<file path="src/rtl/select_slot_navigator.sv">
// Occupied-slot selector for the parking-lot UI: debounced prev/next buttons step the
// selection to the neighbouring occupied slot with wrap-around, and reselect when a car leaves.

module ssn_debounce #(
  parameter int DEBOUNCE_CYC = 4
) (
  input  logic clk_i,
  input  logic rst_ni,
  input  logic raw_i,
  output logic pulse_o
);
  localparam int CW = (DEBOUNCE_CYC < 2) ? 1 : $clog2(DEBOUNCE_CYC + 1);

  logic          s1_q, s2_q, lvl_q, lvl_dly_q;
  logic [CW-1:0] cnt_q;

  always_ff @(posedge clk_i or negedge rst_ni) begin
    if (!rst_ni) begin
      s1_q      <= 1'b0;
      s2_q      <= 1'b0;
      lvl_q     <= 1'b0;
      lvl_dly_q <= 1'b0;
      cnt_q     <= '0;
    end else begin
      s1_q      <= raw_i;
      s2_q      <= s1_q;
      lvl_dly_q <= lvl_q;
      // Level flips only after DEBOUNCE_CYC consecutive disagreeing samples.
      if (s2_q != lvl_q) begin
        if (cnt_q == CW'(DEBOUNCE_CYC - 1)) begin
          lvl_q <= ~lvl_q;
          cnt_q <= '0;
        end else begin
          cnt_q <= cnt_q + 1'b1;
        end
      end else begin
        cnt_q <= '0;
      end
    end
  end

  assign pulse_o = lvl_q & ~lvl_dly_q;
endmodule

module select_slot_navigator #(
  parameter int NUM_SLOTS    = 24,
  parameter int ADDR_W       = 5,
  parameter int DEBOUNCE_CYC = 4
) (
  input  logic                 clk_i,
  input  logic                 rst_ni,
  input  logic [NUM_SLOTS-1:0] car_storage_i,
  input  logic                 button_prev_i,
  input  logic                 button_next_i,
  output logic [ADDR_W-1:0]    current_addr_o,
  output logic                 addr_valid_o,
  output logic                 busy_o
);
  localparam int CNT_W = $clog2(NUM_SLOTS + 1);

  typedef enum logic {IDLE, SCAN} state_e;

  logic [1:0]        btn_pulse;
  logic              prv_pulse, nxt_pulse;
  state_e            state_q;
  logic [ADDR_W-1:0] cand_q, addr_q;
  logic              dir_q;  // 1 = stepping downwards
  logic [CNT_W-1:0]  cnt_q;
  logic              valid_q, busy_q;

  ssn_debounce #(.DEBOUNCE_CYC(DEBOUNCE_CYC)) u_btn [1:0] (
    .clk_i  (clk_i),
    .rst_ni (rst_ni),
    .raw_i  ({button_next_i, button_prev_i}),
    .pulse_o(btn_pulse)
  );

  assign prv_pulse = btn_pulse[0];
  assign nxt_pulse = btn_pulse[1];

  function automatic logic [ADDR_W-1:0] inc(input logic [ADDR_W-1:0] a);
    return (a == ADDR_W'(NUM_SLOTS - 1)) ? '0 : a + 1'b1;
  endfunction

  function automatic logic [ADDR_W-1:0] dec(input logic [ADDR_W-1:0] a);
    return (a == '0) ? ADDR_W'(NUM_SLOTS - 1) : a - 1'b1;
  endfunction

  always_ff @(posedge clk_i or negedge rst_ni) begin
    if (!rst_ni) begin
      state_q <= IDLE;
      cand_q  <= '0;
      addr_q  <= '0;
      dir_q   <= 1'b0;
      cnt_q   <= '0;
      valid_q <= 1'b0;
      busy_q  <= 1'b0;
    end else begin
      case (state_q)
        IDLE: begin
          if (nxt_pulse | prv_pulse) begin
            // Simultaneous presses are ambiguous and are dropped.
            if (nxt_pulse ^ prv_pulse) begin
              state_q <= SCAN;
              busy_q  <= 1'b1;
              dir_q   <= prv_pulse;
              cand_q  <= prv_pulse ? dec(addr_q) : inc(addr_q);
              cnt_q   <= CNT_W'(1);
            end
          end else if (valid_q && !car_storage_i[addr_q]) begin
            valid_q <= 1'b0;
            state_q <= SCAN;
            busy_q  <= 1'b1;
            dir_q   <= 1'b0;
            cand_q  <= inc(addr_q);
            cnt_q   <= CNT_W'(1);
          end else if (!valid_q && |car_storage_i) begin
            state_q <= SCAN;
            busy_q  <= 1'b1;
            dir_q   <= 1'b0;
            cand_q  <= addr_q;
            cnt_q   <= CNT_W'(1);
          end
        end
        SCAN: begin
          if (car_storage_i[cand_q]) begin
            addr_q  <= cand_q;
            valid_q <= 1'b1;
            state_q <= IDLE;
            busy_q  <= 1'b0;
          end else if (cnt_q == CNT_W'(NUM_SLOTS)) begin
            valid_q <= 1'b0;
            state_q <= IDLE;
            busy_q  <= 1'b0;
          end else begin
            cand_q <= dir_q ? dec(cand_q) : inc(cand_q);
            cnt_q  <= cnt_q + 1'b1;
          end
        end
        default: state_q <= IDLE;
      endcase
    end
  end

  assign current_addr_o = addr_q;
  assign addr_valid_o   = valid_q;
  assign busy_o         = busy_q;
endmodule

</file>
<file path="config.mk">
export PLATFORM = sky130hd
export DESIGN_NAME = select_slot_navigator
export DESIGN_NICKNAME = d
export VERILOG_FILES = /design/src/rtl/select_slot_navigator.sv
export SDC_FILE = /design/constraint.sdc
export NUM_CORES = 1
export LEC_CHECK = 0
export CORE_MARGIN = 2
export CORE_UTILIZATION = 40
export CTS_BUF_LIST = sky130_fd_sc_hd__clkbuf_8
export CTS_CLUSTER_SIZE = 10
export DETAILED_ROUTE_END_ITERATION = 16
export PLACE_DENSITY = 0.7
export SYNTH_ARGS = -nofsm -noshare
export SYNTH_HDL_FRONTEND = slang
export SYNTH_HIERARCHICAL = 1
export SYNTH_SLANG_ARGS = --single-unit
</file>
<file path="constraint.sdc">
create_clock -name clk_i -period 5.6 [get_ports clk_i]
set_clock_uncertainty 0.15 [all_clocks]
set_input_delay 0.84 -clock clk_i [delete_from_list [all_inputs] [get_ports clk_i]]
set_output_delay 0.84 -clock clk_i [all_outputs]
set_load 0.05 [all_outputs]
</file>
==> impl_metrics.json <==
{
  "path_class": "input pin to register",
  "required_ns": 5.62,
  "peakVddDrop_uv": 263,
  "root_buffer": "clkbuf_8",
  "post_cts_resized": 0,
  "first_global_vias": 2097,
  "layout.cells.most_common_list": "clkdlybuf4s50_1, dfrtp_1, o21ai_0",
  "syn_avg_cell_area_um2": 9.90,
  "cts_setup_buffers": 0,
  "stdcell_count": 363,
  "crit_fanout": 8,
  "fin_crit_sh_pct": 56.4,
  "place_inst": 355,
  "multi_input_area_um2": 1610,
  "start_kind": "input pin",
  "syn_inst": 259,
  "worst-slew-pin-transition_ns": 0.785,
  "die_y_um": 84.1,
  "grt_usage_pct": 18.3,
  "slew_headroom_pct": 47.6,
  "cts_htree_levels": 2,
  "fin_area_um2": 3050,
  "syn_to_final_growth_pct": 19.1,
  "finalHoldViolations": 0,
  "leakagePower_nw": 1.21,
  "min-delay-path-class": "register to register",
  "hpwl_um": 4650,
  "post_dp_cell_area_um2": 2930,
  "vias": 2181,
  "synth_edf_count": 0,
  "worstPathArrival_ns": 3.19,
  "die_area_um2": 7070,
  "start_util_pct": 40.8,
  "run_status": "finished, final reports clean",
  "finalWorstPathRequiredPeriod_ns": 3.16,
  "synth-seq-cells": 33,
  "antenna_found_initial": 0,
  "grt.overflow.total": 0,
  "ctsHoldBuffers": 0,
  "clockBufferDepth": 2,
  "syn_area_um2": 2560,
  "drt_first_pass_iters": 4,
  "globalplace.congestion": 0.937,
  "seqCellArea_um2": 826,
  "pin_count": 35,
  "cts.sinks": 33,
  "drt_iter0_drc": 209,
  "maxCapViolCount": 0,
  "ys.warnings.count": 6,
  "io_buffers": 34,
  "cts_tree": "yes",
  "setup_viol_count_final": 0,
  "grt_max_degree": 34,
  "finalWirelength_um": 6240,
  "rsz0062_at_grt": "no",
  "clk_pin_slew_ns": 0.07,
  "n_fill_cell": 582,
  "core_area_um2": 6280,
  "cts_buffers": 5,
  "synth.distinct_cells": 60,
  "drv_slew": 0,
  "final_common_cell": "clkdlybuf4s50_1",
  "die_x_um": 84.1,
  "via_per_inst": 6.01,
  "p_per_area_nw_per_um2": 618,
  "yosysSeqAreaShare_pct": 32.2,
  "avgRoutedWirePerCell_um": 17.2,
  "ant_nets": 0,
  "clock.fmax_mhz": 316,
  "endpoint_kind": "register",
  "diodes": 0,
  "fin_tns_setup_ns": 0,
  "rows": 29,
  "ys_async_sr_fraction_pct": 100,
  "drc": 0,
  "synth_ff_type": "dfrtp_1",
  "grt_pass1_wl_um": 10500,
  "final_layout_size_suffix_gt1_share_pct": 12.9,
  "worstSkewPairLatency_ns": 0.29,
  "synth_nets": 297,
  "power_mw": 1.89,
  "final_nets": 323
}
## metal layers
layer / share of wire (%) / global-route usage, % / up-vias
met5: 0 / 0 / -
met4: 1.7 / 5.13 / 0
met3: 6.8 / 4.25 / 12
met2: 46 / 29.6 / 76
met1: 46 / 24.7 / 1048
li1: - / - / 1045
## through the flow
stage | utilization [%] | worst slack, ns | hold WS, ns
floorplan | - | 2.70 | 0.181
global placement | 46.7 | 2.19 | 0.183
detailed placement | 46.7 | 2.13 | 0.185
CTS | 48.7 | 2.44 | 0.202
global route | 48.7 | 2.37 | 0.208
finish | 48.7 | 2.44 | 0.199
## worst paths after layout
kind / startpoint / to / slack [ns] / cells past startpoint
worst max register to register: current_addr_o[0] / cand_q[4] / 2.53 / 6
min in group asynchronous: rst_ni / cnt_q[2] / 0.80 / 2
worst min-delay path: u_btn[0]/s1_q / u_btn[0]/s2_q / 0.20 / 0
worst min register to register: u_btn[0]/s1_q / u_btn[0]/s2_q / 0.20 / 0
worst max-delay path: car_storage_i[3] / cand_q[4] / 2.44 / 7
max in group asynchronous: rst_ni / u_btn[0]/lvl_dly_q / 4.19 / 2
## synth_stat cells (3+ instances only)
cell	number	share of area, %
o221ai_1	3	1.0
a21oi_1	8	1.6
o21ai_0	15	2.9
nor4_1	6	1.5
nor2b_1	8	2.0
nand4_1	4	0.98
nor2_1	13	1.9
a311oi_1	3	1.0
mux2i_1	13	5.1
a22oi_1	4	1.2
nor3b_1	3	0.88
mux2_4	3	1.8
nor3_1	7	1.4
buf_2	5	0.98
nand3_1	7	1.4
xnor2_1	6	2.0
mux2_2	6	2.6
clkbuf_1	10	1.5
inv_1	14	2.0
a31oi_1	4	0.98
nand2_1	14	2.0
mux4_2	7	6.1
ha_1	10	4.9
nand2b_1	5	1.2
dfrtp_1	33	32
## sequential cells by signal (all words and copies together) (netlist names)
name / cells
u_btn/s2_q: 2
u_btn/lvl_q: 2
u_btn/lvl_dly_q: 2
u_btn/s1_q: 2
current_addr_o: 5
busy_o: 1
u_btn/cnt_q: 6
cnt_q: 5
dir_q: 1
state_q: 1
cand_q: 5
addr_valid_o: 1
## worst max-delay path, cell delays in order
cell and delay (ns):
clkdlybuf4s50_1 0.45, mux4_2 0.48, mux2_4 0.31, nand3_4 0.14, a311oi_4 0.13, o311ai_4 0.50, mux2_4 0.34
## report_power, final
part           internal, mW  switching [mW]  leakage, nW
combinational         0.522           0.597        0.744
clock                 0.145          0.0920       0.0574
sequential            0.329           0.204        0.410
total                 0.996           0.893         1.21
## layout make-up
cell class | instances | area share (%)
clock buffers | 6 | 2.70
clock inverters | 2 | 1.23
inverters | 14 | 1.72
multi-input cells | 196 | 52.8
flip-flops and latches | 33 | 27.0
well taps | 77 | 3.15
repair buffers | 35 | 11.4
## kinds of logic (layout without fill, tap and decap cells)
family                   Yosys count  count (layout)  share of synthesized area [%]
XOR/XNOR                           7               7                           2.39
AO/OA/AOI/OAI                     64              64                           19.6
flip-flops                        33              33                           32.2
AND/OR/NAND/NOR                   86              86                           20.4
multiplexers                      29              29                           15.6
adder cells (fa/ha/maj)           10              10                           4.88
buffers and inverters             30              57                           4.93
Note: power is estimated with default switching activity, not from simulation.
